### src/rtl/btn_ctrl_pkg.sv
`default_nettype none
// ============================================================================
// btn_ctrl_pkg : shared arbiter state encoding, id width helper, defaults
// Revision     : 1.0
// ============================================================================
package btn_ctrl_pkg;

    typedef enum logic [0:0] {
        ST_IDLE  = 1'b0,
        ST_OFFER = 1'b1
    } arb_state_e;

    localparam int DEFAULT_TICK_DIV  = 50000;
    localparam int DEFAULT_SHIFT_LEN = 8;

    function automatic int id_width(input int n);
        return (n > 2) ? $clog2(n) : 1;
    endfunction

endpackage
`default_nettype wire

### src/rtl/btn_sampler.sv
`default_nettype none
// ============================================================================
// btn_sampler : per-button debounce shift register, debounced level, press edge
// Revision    : 1.0
// ============================================================================
module btn_sampler
    import btn_ctrl_pkg::*;
#(
    parameter int SHIFT_LEN = DEFAULT_SHIFT_LEN
) (
    input  logic clock,
    input  logic reset,
    input  logic tick_i,
    input  logic btn_i,
    output logic level_o,
    output logic press_o
);

    logic [SHIFT_LEN-1:0] shift_q, shift_d;
    logic                 level_q, level_d;
    logic                 level_prev_q;
    logic                 armed_q, armed_d;

    // Presses only count once a settled release has been seen, so a button
    // held through reset cannot produce an event when its level first falls.
    always_comb begin
        shift_d = shift_q;
        level_d = level_q;
        armed_d = armed_q;
        if (tick_i) begin
            shift_d = {shift_q[SHIFT_LEN-2:0], btn_i};
            if (&shift_d) begin
                level_d = 1'b1;
                armed_d = 1'b1;
            end else if (~|shift_d) begin
                level_d = 1'b0;
            end
        end
    end

    always_ff @(posedge clock) begin
        if (!reset) begin
            shift_q      <= '1;
            level_q      <= 1'b1;
            level_prev_q <= 1'b1;
            armed_q      <= 1'b0;
        end else begin
            shift_q      <= shift_d;
            level_q      <= level_d;
            level_prev_q <= level_q;
            armed_q      <= armed_d;
        end
    end

    assign level_o = level_q;
    assign press_o = armed_q & level_prev_q & ~level_q;

endmodule
`default_nettype wire

### src/rtl/btn_event_arbiter.sv
`default_nettype none
// ============================================================================
// btn_event_arbiter : debounced button presses -> round-robin event stream
// Revision          : 1.0
// ============================================================================
module btn_event_arbiter
    import btn_ctrl_pkg::*;
#(
    parameter  int N_BTN     = 4,
    parameter  int TICK_DIV  = DEFAULT_TICK_DIV,
    parameter  int SHIFT_LEN = DEFAULT_SHIFT_LEN,
    localparam int ID_W      = id_width(N_BTN)
) (
    input  logic             clock,
    input  logic             reset,
    input  logic [N_BTN-1:0] btn,
    input  logic             drop_clr,
    input  logic             evt_ready,
    output logic             evt_valid,
    output logic [ID_W-1:0]  evt_id,
    output logic [N_BTN-1:0] btn_state,
    output logic [N_BTN-1:0] dropped
);

    localparam logic [31:0] TICK_LAST = 32'(TICK_DIV - 1);

    logic [31:0]      presc_q;
    logic             tick;
    logic [N_BTN-1:0] press;
    logic [N_BTN-1:0] pending_q, pending_d;
    logic [N_BTN-1:0] dropped_q, dropped_d;
    logic [N_BTN-1:0] grant_clr;
    arb_state_e       state_q, state_d;
    logic [ID_W-1:0]  evt_id_q, evt_id_d;
    logic [ID_W-1:0]  last_grant_q, last_grant_d;
    logic [ID_W-1:0]  scan_idx;
    logic [ID_W-1:0]  pick;
    logic             pick_found;
    logic             accept;

    assign tick = (presc_q == TICK_LAST);

    always_ff @(posedge clock) begin
        if (!reset) begin
            presc_q <= '0;
        end else begin
            presc_q <= tick ? '0 : presc_q + 32'd1;
        end
    end

    for (genvar i = 0; i < N_BTN; i++) begin : g_btn
        btn_sampler #(
            .SHIFT_LEN (SHIFT_LEN)
        ) u_sampler (
            .clock   (clock),
            .reset   (reset),
            .tick_i  (tick),
            .btn_i   (btn[i]),
            .level_o (btn_state[i]),
            .press_o (press[i])
        );
    end

    // Round-robin scan starting just after the most recent grant.
    always_comb begin
        pick       = '0;
        pick_found = 1'b0;
        scan_idx   = '0;
        for (int k = 1; k <= N_BTN; k++) begin
            scan_idx = ID_W'((int'(last_grant_q) + k) % N_BTN);
            if (!pick_found && pending_q[scan_idx]) begin
                pick       = scan_idx;
                pick_found = 1'b1;
            end
        end
    end

    always_comb begin
        state_d      = state_q;
        evt_id_d     = evt_id_q;
        last_grant_d = last_grant_q;
        accept       = 1'b0;
        case (state_q)
            ST_IDLE: begin
                if (pick_found) begin
                    evt_id_d = pick;
                    state_d  = ST_OFFER;
                end
            end
            ST_OFFER: begin
                if (evt_ready) begin
                    accept       = 1'b1;
                    last_grant_d = evt_id_q;
                    state_d      = ST_IDLE;
                end
            end
            default: state_d = ST_IDLE;
        endcase
    end

    // A press coinciding with the grant clear re-arms the bit instead of dropping.
    always_comb begin
        grant_clr = accept ? (N_BTN'(1) << evt_id_q) : '0;
        pending_d = press | (pending_q & ~grant_clr);
        dropped_d = (dropped_q & ~{N_BTN{drop_clr}}) | (press & pending_q & ~grant_clr);
    end

    always_ff @(posedge clock) begin
        if (!reset) begin
            state_q      <= ST_IDLE;
            evt_id_q     <= '0;
            last_grant_q <= ID_W'(N_BTN - 1);
            pending_q    <= '0;
            dropped_q    <= '0;
        end else begin
            state_q      <= state_d;
            evt_id_q     <= evt_id_d;
            last_grant_q <= last_grant_d;
            pending_q    <= pending_d;
            dropped_q    <= dropped_d;
        end
    end

    assign evt_valid = (state_q == ST_OFFER);
    assign evt_id    = evt_id_q;
    assign dropped   = dropped_q;

endmodule
`default_nettype wire
### config.mk
export PLATFORM = sky130hd
export DESIGN_NAME = btn_event_arbiter
export DESIGN_NICKNAME = d
export VERILOG_FILES = /design/src/rtl/btn_ctrl_pkg.sv /design/src/rtl/btn_sampler.sv /design/src/rtl/btn_event_arbiter.sv
export SDC_FILE = /design/constraint.sdc
export NUM_CORES = 1
export LEC_CHECK = 0
export CAP_MARGIN = 20
export CORE_ASPECT_RATIO = 2
export CORE_MARGIN = 2
export CORE_UTILIZATION = 64
export DETAILED_ROUTE_END_ITERATION = 12
export PLACE_DENSITY = 0.94
export SLEW_MARGIN = 0
export SYNTH_ARGS = -nofsm -noshare
export SYNTH_HDL_FRONTEND = slang
export SYNTH_SLANG_ARGS = --single-unit
### constraint.sdc
create_clock -name clock -period 4.15 [get_ports clock]
set_input_delay 0.6225 -clock clock [delete_from_list [all_inputs] [get_ports clock]]
set_output_delay 0.6225 -clock clock [all_outputs]
set_load 0.02 [all_outputs]
After elaboration in Yosys (flattened, before gate mapping)
Index checks and enable logic that the tools add are counted.
{ "totals": {"rom_bits": 0, "n_memories": 0, "output_inout_bits": 11, "wordCells": 114, "ramBits": 0, "regBits": 85, "latch_bits": 0, "in_bits": 8} }
{ "op_classes": {"reduce_logical": 25, "mul": 0, "bitwise_logic": 22, "muxes": 30, "div_mod_pow": 0, "order_cmp": 4, "add_sub_neg": 5, "n_shift": 1, "n_eq_ne": 5} }
{ "op_table": {"columns": ["operator", "n"], "rows": [
  ["AND reduction 9 bit", 4],
  ["adder 32 x 1 -> 32 bit, second input constant", 1],
  ["== test 32 x 16 -> 1 bit, second input constant", 1],
  ["AND reduction 8 bit", 4],
  ["OR reduction 8 bit", 4],
  ["2-to-1 mux 1 bit", 20],
  ["AND 4 bit", 4],
  ["< comparator 2 x 3 -> 1 bit, second input constant", 4],
  ["AND reduction 2 bit", 6],
  ["AND 1 bit", 8],
  ["binary-select mux 1 bit (select 2 bit)", 4],
  ["2-to-1 mux 2 bit", 4],
  ["inequality test 2 x 1 -> 1 bit, second input constant", 4],
  ["inverter 4 bit", 2],
  ["OR 4 bit", 2],
  ["inverter 1 bit", 6],
  ["adder 2 x 1 -> 2 bit, second input constant", 2],
  ["adder 2 bit, second input constant", 2],
  ["2-to-1 mux 4 bit", 1],
  ["<< shifter 1 x 2 -> 4 bit, first input constant", 1],
  ["logical AND 1 bit", 3],
  ["logical NOT 1 bit", 3],
  ["case mux 1 bit (2 select lines)", 1],
  ["OR reduction 2 bit", 1]
]} }

Depth between registers and ports, before layout
Gate-level depths: netlist (run 1).
{ "logic_depth": {"ltp_word": 15, "depth_mapped": 7, "depth_no_buf": 5} }

Hierarchy
From an unflattened synthesis (run 1), not the netlist that was laid out.
{ "unflattened": {"hier_cells": 403, "area_unflattened_um2": 3691.0} }
{ "by_module_without_submodules": {"columns": ["module", "seq_area_each_um2", "area_per_inst_um2", "cells_each", "instances"], "rows": [
  ["btn_event_arbiter", 900.9, 2144.6, 247, 1],
  ["btn_sampler", 200.2, 386.6, 39, 4]
]} }

Least setup slack after synthesis (run 1)
OpenSTA, ideal clock, no wires.
{ "synth_path": {"path_type": "flip-flop to flip-flop", "startpoint": "register presc_q[0]", "endpoint": "register g_btn[0].u_sampler.level_q", "period_less_slack_ns": 1.770, "n_path_buf": 1, "path_stages_with_launch": 7, "arrival_time_ns": 1.648, "t_required_ns": 4.028, "setup_time_ns": 0.122, "path_slack_ns": 2.380, "cell_sequence": "dfxtp_1 > ha_1 > buf_2 > and3_1 > nand4_2 > or2_4 > o32a_1"} }
{ "synth_via": {"elab_chain_len": 2} }
{ "synth_rtl": {"columns": ["item", "line", "text"], "rows": [
  ["from (decl)", "btn_event_arbiter.sv:27", "logic [31:0] presc_q;"],
  ["from (signal assigned)", "btn_event_arbiter.sv:47", "presc_q <= tick ? '0 : presc_q + 32'd1;"],
  ["== test 32 x 16 -> 1 bit", "btn_event_arbiter.sv:41", "assign tick = (presc_q == TICK_LAST);"],
  ["AND reduction 2 bit (no line)", null, null],
  ["to (signal assigned)", "btn_sampler.sv:49", "level_q <= level_d;"],
  ["to (decl)", "btn_sampler.sv:20", "logic level_q, level_d;"]
]} }
Every way passes these cells.
A chain may end at the register's enable or synchronous reset.

Worst setup path in the final report (run 1)
{ "layout_path": {"startpoint": "register presc_q[0]", "endpoint": "register presc_q[9]"} }
{ "layout_via": {"elab_chain_len": 2, "elab_cells_between_ends": 3, "classes_between": "add/sub: 1; eq/ne: 1; reduce/logical: 1"} }
{ "layout_rtl": {"columns": ["item"], "rows": [
  ["branches (longest 2 deep; another with adder 32 x 1 -> 32 bit)"]
]} }
Several ways; the timed one is not identified.

==> results of run 1 <==
## cells by family (layout without fill, tap and decap cells)
kind of cell             count (synthesis)  count (layout)
AO/OA/AOI/OAI                           94              94
AND/OR/NAND/NOR                        195             195
buffers and inverters                   48              50
adder cells (fa/ha/maj)                  1               1
XOR/XNOR                                12              12
flip-flops                              85              85
multiplexers                             2               2
## metal layers
metal  vias up  GRT usage [%]  part of all wire [%]
met5         -              0                     0
met4         0           16.8                   2.8
met3        31           5.54                   4.3
met2       138           53.1                    57
met1      1715           27.8                    36
li1       1649              -                     -
## metrics by stage
step	setup slack, ns	area [um^2]	cells	util, %	hold WS (ns)
floorplan	2.38	3910	437	-	0.422
global placement	1.64	3990	486	67.1	0.430
detailed placement	1.55	3990	486	67.1	0.463
CTS	1.54	4330	502	72.8	0.475
global route	1.34	4330	502	72.8	0.497
finish	1.51	4330	502	72.8	0.474
## cell usage in the layout, fill, tap and decap left out, drive strengths merged, types with 5 or more instances in the layout
master	Yosys	final
nand2	19	19
clkbuf	15	10
o21a	5	5
and4	7	7
dfxtp	85	85
nand3	39	39
or3	6	6
nand2b	5	5
clkdlybuf4s50	0	18
nor4	18	18
o21ai	39	39
and2	7	7
and3	7	7
nor2	16	16
inv	12	12
xor2	11	11
a21oi	22	22
or4	11	11
o31ai	12	12
nand4	50	50
## final timing paths
path	from	endpoint	slack, ns	cells after the start
worst min-delay path	presc_q[0]$_SDFF_PP0_	presc_q[0]$_SDFF_PP0_	0.47	1
worst min register to register	presc_q[0]$_SDFF_PP0_	presc_q[0]$_SDFF_PP0_	0.47	1
worst max register to register	presc_q[0]$_SDFF_PP0_	presc_q[9]$_SDFF_PP0_	1.51	7
worst max-delay path	presc_q[0]$_SDFF_PP0_	presc_q[9]$_SDFF_PP0_	1.51	7
## registers in the layout, summed over array words and instances (netlist names)
| name | flops |
|---|---|
| evt_id | 2 |
| g_btn.u_sampler.level_prev_q | 4 |
| g_btn.u_sampler.armed_q | 4 |
| g_btn.u_sampler.shift_q | 28 |
| dropped | 4 |
| g_btn.u_sampler.level_o | 4 |
| evt_valid | 1 |
| presc_q | 32 |
| last_grant_q | 2 |
| pending_q | 4 |
## final cells by class
type,count,area [um^2]
multi-input combinational,304,1960
sequential,85,1700
fill,440,1620
clock buffer,10,229
timing repair buffer,22,210
clock inverter,6,111
tap,63,78.8
inverter,12,45.0
## power by group
group / internal [mW] / total [mW] / switching (mW)
sequential: 0.818 / 0.821 / 0.00235
combinational: 0.0112 / 0.0330 / 0.0218
clock: 0.588 / 0.905 / 0.317
==> results.md, run 1 <==
* Max cap viols at 0
* Critical Path AT at 2.83 ns
* DRT Pass-1 Iters at 5
* Worst Setup Start Kind: flop
* Detail Route Antenna Nets at 0
* Synth top cells by count: 85 x dfxtp_1, 46 x nand4_1, 38 x o21ai_0, 37 x nand3_1, 20 x a21oi_1
* CTS Buffer Depth at 2
* WP buf/inv at 2
* Setup TNS at 0 ns
* Vias in the first global route at 3,505
* Synth Area in Compound Gates at 15.0%
* Unrepaired setup endpoints after global routing: false
* Largest net degree at the start of global routing at 36
* Post-synth top flop: dfxtp_1
* H-Tree Level Count at 3
* Largest family of logic cells by synthesized area: simple AND/OR/NAND/NOR gates
* Status: completed
* Final worst-path cycle share at 63.6%
* Die X at 59.2 um
* DRC Markers at 0
* Syn Nets at 446
* Rel. slew slack at 31.3%
* Leak at 1.46 nW
* Antenna violations before repair at 0
* Syn avg cell area at 8.94 um^2
* Ratio of cells with drive above 1 in the final layout at 9.34%
* Die area at 6780 um^2
* CP max-delay cell: o21ai_4
* CTS tree: done
* Cts bufs inserted at 9
* Area contributors post-synth: dfxtp_1 44%, nand4_1 7.4%, o21ai_0 4.9%
* Top-count cell post-synth: dfxtp_1
* Crit path max-delay family: compound AO/OA/AOI/OAI gates
* Worst vdd ir at 424 uV
* CP Class: flop to flop
* Critical-path cell list: ha_1 > and3_1 > buf_4 > nand4_2 > buf_4 > o21ai_4 > nor2_1
* GPL Wtd Cong at 0.887
* Final Max Slew Viols at 0
* CTS resizes at 0
* EDFF count, synth at 0
* First-pass GRT wire length at 15.2 mm
* Final min period at 2.64 ns
* Async S/R FF share, synth at 0%
* Worst min path class: flop to flop
* Final #Nets at 443
* Clock transition at path regs at 0.06 ns
* WL/cell at 18.6 um
* Sequential area share after synthesis at 43.6%
* Initial Util at 65.6%
* Critical Path Sink Type: flop
* Design Power at 1.76 mW
* Post-DP HPWL at 6.08 mm
* FP Rows at 40
* Final hold vios at 0
* GRT Total Usage at 28.8%
* DR vias at 3,533
* Post-Syn Instances at 437
* Unique masters post-synth at 53
* Mapped cell area at 3900 um^2
* Core area at 5960 um^2
* DR vias/cell at 7.04
* DIE HEIGHT at 114 um
* Final antenna diode count at 0
* Slew @ Worst Pin at 1.03 ns
* Drt initial violations at 199
* Synth Register Bits at 85
* Post-CTS Setup Bufs at 0
* Synth Area in Simple Gates at 31.6%
* Hold Buf Count CTS at 0
* I/O pin count at 19
* Clk_skew at 0.00443 ns
* Top cell type's share of synthesized area at 43.6%
* CTS Sinks at 85
* Final setup viols at 0
* Synth-to-Final Area Change at 11.0%
* Clk_lat worst skew at 0.34 ns
* WP data required at 4.34 ns
* Final wirelength at 9.35 mm
* Buffers on Ports at 18
* Power Density at 406 nW/um^2
* Syn. warnings at 0
* GRT overflow at 0
* Post-Synth Adder-Cell Area at 0.320%
* Cell taking the most area after synthesis: dfxtp_1
* Post-synthesis mux area share at 0.513%
* Worst-path maximum fanout at 35
* Most used cell along the critical path: buf_4
* XOR/XNOR Fraction of Synth Area at 2.69%
* Slowest Stage Delay on Critical Path at 0.64 ns
* Root Buffer: clkbuf_16
* F_max at 379 MHz
Note: power is estimated with default switching activity, not from simulation.
==> run 2: changes to the inputs <==
--- a/config.mk
+++ b/config.mk
@@ -8,9 +8,9 @@
 export CAP_MARGIN = 20
 export CORE_ASPECT_RATIO = 2
 export CORE_MARGIN = 2
-export CORE_UTILIZATION = 64
+export CORE_UTILIZATION = 54
 export DETAILED_ROUTE_END_ITERATION = 12
-export PLACE_DENSITY = 0.94
+export PLACE_DENSITY = 0.86
 export SLEW_MARGIN = 0
 export SYNTH_ARGS = -nofsm -noshare
 export SYNTH_HDL_FRONTEND = slang
==> constraint.sdc (replaced) <==
create_clock -name clock -period 2.2 [get_ports clock]
set_input_delay 0.33 -clock clock [delete_from_list [all_inputs] [get_ports clock]]
set_output_delay 0.33 -clock clock [all_outputs]
set_load 0.02 [all_outputs]
==> results.md, run 2 (synthesis gave the netlist of run 1 again) <==
* Status: completed
* Cts bufs inserted at 9
* F_max at 520 MHz
* Leak at 1.51 nW
* I/O pin count at 19
* Hold slack at 0.473 ns
* First-pass GRT wire length at 15.1 mm
* GRT Total Usage at 23.7%
* CP Class: flop to flop
* Max Used Layer: met4
* Met3 wire len at 470 um
* Die X at 64.1 um
* Final #Nets at 452
* Pint at 2.68 mW
* Synth-to-Final Area Change at 13.9%
* Placed insts at 522
* Ratio of cells with drive above 1 in the final layout at 11.2%
* Final Non-Filler Cells at 538
* Post-CTS Setup Bufs at 0
* Largest net degree at the start of global routing at 49
* Clock transition at path regs at 0.06 ns
* H-Tree Level Count at 3
* Final worst-path cycle share at 87.4%
* Post-DP HPWL at 6.13 mm
* Antenna violations before repair at 0
* Worst-path maximum fanout at 13
* Root Buffer: clkbuf_16
* Worst min path class: flop to flop
* DR vias/cell at 6.50
* CP max-delay cell: or4_1
* Commonest non-fill, non-tap cell in the layout: dfxtp_1
* Slowest Stage Delay on Critical Path at 0.57 ns
* GRT overflow at 0
* Final wirelength at 9.02 mm
* Net Switching at 657 uW
* Vias in the first global route at 3,282
* Clk_lat worst skew at 0.34 ns
* CTS tree: done
* Crit path max-delay family: simple AND/OR/NAND/NOR gates
* Clock power share at 51.5%
* DR vias at 3,496
* M1 WL at 3.31 mm
* Final antenna diode count at 0
* FP Rows at 43
* Initial Util at 55.8%
* DRT Pass-1 Iters at 7
* Die area at 7970 um^2
* Sequential power share at 46.4%
* Sw Share at 19.7%
* Slew @ Worst Pin at 0.454 ns
* WP buf/inv at 0
* Critical Path Sink Type: flop
* Drt initial violations at 280
* CTS Sinks at 85
* Gate power share at 2.1%
* Max cap viols at 0
* Critical-path cell list: and4_4 > nand4_2 > or4_1 > a21oi_1
* Final hold vios at 0
* WL/cell at 16.8 um
* WP data required at 2.47 ns
* Fin util at 63.6%
* Max reg flops at 32
* DRC Markers at 0
* Rel. slew slack at 69.7%
* Post-route cell area at 4450 um^2
* Leading registers by flop count: presc_q: 32 flops, g_btn.u_sampler.shift_q: 28 flops
* Worst vdd ir at 453 uV
* Met2 wire length at 4.93 mm
* Detail Route Antenna Nets at 0
* Placed cell area at 4110 um^2
* Most frequent cells in the layout: 85 x dfxtp_1, 46 x nand4_1, 38 x o21ai_0
* Final setup viols at 0
* Setup TNS at 0 ns
* Worst Setup Start Kind: flop
* Clk_skew at 0.00804 ns
* Final min period at 1.92 ns
* Final Max Slew Viols at 0
* CTS resizes at 0
* Critical Path AT at 2.20 ns
* Hold Buf Count CTS at 0
* Unrepaired setup endpoints after global routing: false
* CTS Buffer Depth at 2
* GPL Wtd Cong at 0.948
* Largest Register: presc_q
* Buffers on Ports at 18
* DIE HEIGHT at 124 um
* Core area at 6990 um^2
* Power Density at 750 nW/um^2
run 2: changes by cell type in the layout (fill, tap and decap cells not counted), sizes merged:
cell / delta
buf: +9
run 2: metal layers:
metal  GRT usage (%)  up-vias
met5               0        -
met4            12.9        0
met3            6.05       28
met2            42.7      126
met1            24.1     1680
li1                -     1662
run 2: worst register-to-register path: cells and delay by family, from the launching register on:
family / cells / cell delay (ns)
flip-flops: 1 / 0.46
AO/OA/AOI/OAI: 1 / 0.16
AND/OR/NAND/NOR: 3 / 1.24
run 2: power by group through the flow:
stage	combinational (mW)	clock [mW]	sequential [mW]
after floorplan	0.0359	0	1.58
after global placement	0.0679	0	1.58
after detailed placement	0.0694	0	1.58
after CTS	0.0699	1.74	1.55
after global routing	0.0765	1.79	1.55
final	0.0698	1.72	1.55
run 2: final timing paths:
path,slack [ns],from,endpoint,depth (start not counted)
worst max register to register,0.28,presc_q[7]$_SDFF_PP0_,presc_q[30]$_SDFF_PP0_,4
worst min-delay path,0.47,g_btn[0].u_sampler.armed_q$_SDFFE_PN0P_,g_btn[0].u_sampler.armed_q$_SDFFE_PN0P_,1
worst min register to register,0.47,g_btn[0].u_sampler.armed_q$_SDFFE_PN0P_,g_btn[0].u_sampler.armed_q$_SDFFE_PN0P_,1
worst max-delay path,0.28,presc_q[7]$_SDFF_PP0_,presc_q[30]$_SDFF_PP0_,4
run 2: cell type report:
type,count,area (um^2)
clock buffer,10,229
clock inverter,6,111
fill,550,2550
inverter,12,45.0
multi-input combinational,304,1960
sequential,85,1700
tap,90,113
timing repair buffer,31,290
run 2: stage by stage:
| stage | setup slack, ns | power, mW |
|---|---|---|
| floorplan | 0.430 | 1.62 |
| global placement | 0.380 | 1.65 |
| detailed placement | 0.333 | 1.65 |
| CTS | 0.300 | 3.36 |
| global route | 0.175 | 3.42 |
| finish | 0.276 | 3.34 |
==> run 3: changes to the inputs <==
--- a/config.mk
+++ b/config.mk
@@ -5,13 +5,15 @@
 export SDC_FILE = /design/constraint.sdc
 export NUM_CORES = 1
 export LEC_CHECK = 0
+export ABC_AREA = 1
 export CAP_MARGIN = 20
 export CORE_ASPECT_RATIO = 2
 export CORE_MARGIN = 2
 export CORE_UTILIZATION = 54
 export DETAILED_ROUTE_END_ITERATION = 12
-export PLACE_DENSITY = 0.86
+export PLACE_DENSITY = 0.85
 export SLEW_MARGIN = 0
 export SYNTH_ARGS = -nofsm -noshare
 export SYNTH_HDL_FRONTEND = slang
 export SYNTH_SLANG_ARGS = --single-unit
+export TNS_END_PERCENT = 10
==> results.md, run 3 <==
* Slew @ Worst Pin at 0.423 ns
* Met3 wire len at 403 um
* Synth Register Bits at 85
* Post-synth top flop: dfxtp_1
* Critical Path Sink Type: flop
* Commonest non-fill, non-tap cell in the layout: nand2_1
* DRC Markers at 0
* Sequential area share after synthesis at 39.6%
* Final wirelength at 9.32 mm
* Area contributors post-synth: dfxtp_1 40%, nand2_1 16%, inv_1 8.0%
* Root Buffer: clkbuf_16
* Power Density at 697 nW/um^2
* Clock power share at 46.5%
* Top-count cell post-synth: nand2_1
* Top cell type's share of synthesized area at 39.6%
* CP max-delay cell: dfxtp_1
* Post-route cell area at 4760 um^2
* GRT Total Usage at 22.6%
* Worst-path maximum fanout at 28
* Critical Path AT at 2.18 ns
* GRT overflow at 0
* H-Tree Level Count at 3
* CTS Buffer Depth at 2
* Unrepaired setup endpoints after global routing: false
* Clk_skew at 0.00882 ns
* Initial Util at 54.9%
* Max cap viols at 0
* Most frequent cells in the layout: 184 x nand2_1, 92 x inv_1, 85 x dfxtp_1
* Final setup viols at 0
* GPL Wtd Cong at 0.945
* First-pass GRT wire length at 15.4 mm
* Leading registers by flop count: presc_q: 32 flops, g_btn.u_sampler.shift_q: 28 flops
* Worst min path class: flop to flop
* Final min period at 1.95 ns
* Post-CTS Setup Bufs at 0
* Cts bufs inserted at 9
* WL/cell at 12.6 um
* FP Rows at 46
* Mapped cell area at 4300 um^2
* Syn Nets at 636
* Post-Syn Instances at 627
* Unique masters post-synth at 31
* CTS tree: done
* DIE HEIGHT at 130 um
* Largest Register: presc_q
* Ratio of cells with drive above 1 in the final layout at 7.01%
* CTS Sinks at 85
* Cell taking the most area after synthesis: dfxtp_1
* I/O pin count at 19
* Reg area at 1700 um^2
* Hold Buf Count CTS at 0
* Met2 wire length at 4.69 mm
* Detail Route Antenna Nets at 0
* Gate power share at 5.7%
* Worst Setup Start Kind: flop
* DR vias at 3,884
* F_max at 513 MHz
* Buffers on Ports at 18
* Max reg flops at 32
* Worst vdd ir at 599 uV
* Die area at 8730 um^2
* Setup TNS at 0 ns
* Net Switching at 742 uW
* DR vias/cell at 5.26
* Final Max Slew Viols at 0
* Status: completed
* Post-DP HPWL at 6.60 mm
* CP Class: flop to flop
* Sw Share at 22.4%
* Pint at 2.58 mW
* Footprint of the multi-input gates at 2060 um^2
* Die X at 67.1 um
* Final antenna diode count at 0
* WP data required at 2.43 ns
* EDFF count, synth at 0
* Synth-to-Final Area Change at 10.8%
* Max Used Layer: met4
* Placed cell area at 4450 um^2
* Drt initial violations at 313
* Critical-path cell list: ha_1 > nand2_2 > nor2_4 > inv_2 > nor2_4 > nand3_2 > nor2_4 > buf_4 > nand3b_1 > nand2_1 > nand2_1
* Final #Nets at 646
* Crit path max-delay family: simple AND/OR/NAND/NOR gates
* Syn avg cell area at 6.85 um^2
* WP buf/inv at 2
* Final worst-path cycle share at 88.6%
* Clock transition at path regs at 0.06 ns
* Core area at 7830 um^2
* Most used cell along the critical path: nor2_4
* M1 WL at 4.08 mm
* Syn. warnings at 0
* Vias in the first global route at 3,420
* Rel. slew slack at 71.6%
* Largest net degree at the start of global routing at 33
* Antenna violations before repair at 0
* CTS resizes at 0
* Final hold vios at 0
* Async S/R FF share, synth at 0%
* Leak at 2.15 nW
* Clk_lat worst skew at 0.34 ns
* Fill count at 725
* Sequential power share at 47.8%
* Slowest Stage Delay on Critical Path at 0.38 ns
* Synth top cells by count: 184 x nand2_1, 92 x inv_1, 85 x dfxtp_1, 68 x nor2_1, 48 x nand3_1
* DRT Pass-1 Iters at 5
[run 3: cell count changes in the layout (fill, tap and decap cells not counted), moves of 7 or more]
cell / previous run / this run
nand2_1: 18 / 184
inv_1: 12 / 92
nor2_1: 16 / 68
nand4_1: 46 / 14
o21ai_0: 38 / 6
nor3_1: 1 / 20
nand3_1: 37 / 48
o31ai_1: 12 / 2
or4_1: 9 / 0
buf_4: 12 / 4
and2_1: 7 / 0
and3_1: 7 / 0
o211ai_2: 0 / 7
[run 3: tightest hold or removal path, cell delays in order, from the launching register on]
cell and delay, ns:
dfxtp_1 0.32, nand2_1 0.06, o211ai_2 0.05
[run 3: layer usage]
| metal | vias up | GRT usage (%) |
|---|---|---|
| met3 | 16 | 4.05 |
| met2 | 94 | 38.3 |
| met5 | - | 0 |
| met4 | 0 | 7.44 |
| met1 | 1782 | 28.5 |
| li1 | 1992 | - |
[run 3: power groups by stage]
stage	logic (mW)	registers [mW]	clock network [mW]
CTS	0.191	1.58	1.56
global placement	0.184	1.62	0
detailed placement	0.189	1.62	0
finish	0.190	1.58	1.54
floorplan	0.121	1.62	0
global route	0.213	1.59	1.63
[run 3: metrics by stage]
stage	total power, mW	cells	setup slack [ns]	utilization, %	hold WS, ns
after global placement	1.80	722	0.383	56.8	0.441
final	3.32	738	0.252	60.8	0.459
after floorplan	1.74	627	0.606	-	0.430
after global routing	3.43	738	0.0728	60.8	0.480
after detailed placement	1.81	722	0.305	56.8	0.448
after CTS	3.34	738	0.263	60.8	0.463
[run 3: cell type report]
class                   count  share of cell area [%]
flip-flops and latches     85                    35.7
inverters                  94                    7.41
multi-input cells         425                    43.4
repair buffers             22                    4.42
well taps                  96                    2.52
clock buffers              12                    5.39
clock inverters             4                    1.16
[run 3: final timing paths]
kind / depth (start not counted) / to / from / slack, ns
max: 11 / g_btn[2].u_sampler.level_o$_SDFFE_PN1P_ / presc_q[0]$_SDFF_PP0_ / 0.25
min: 2 / g_btn[2].u_sampler.shift_q[3]$_SDFFE_PN1P_ / g_btn[2].u_sampler.shift_q[2]$_SDFFE_PN1P_ / 0.46
max reg2reg: 11 / g_btn[2].u_sampler.level_o$_SDFFE_PN1P_ / presc_q[0]$_SDFF_PP0_ / 0.25
min reg2reg: 2 / g_btn[2].u_sampler.shift_q[3]$_SDFFE_PN1P_ / g_btn[2].u_sampler.shift_q[2]$_SDFFE_PN1P_ / 0.46
[run 3: kinds of logic after synthesis]
family                   Yosys count  share of synthesized area (%)
AND/OR/NAND/NOR                  360                           36.7
buffers and inverters            117                           12.3
flip-flops                        85                           39.6
AO/OA/AOI/OAI                     46                           7.37
XOR/XNOR                          18                           3.67
adder cells (fa/ha/maj)            1                          0.291
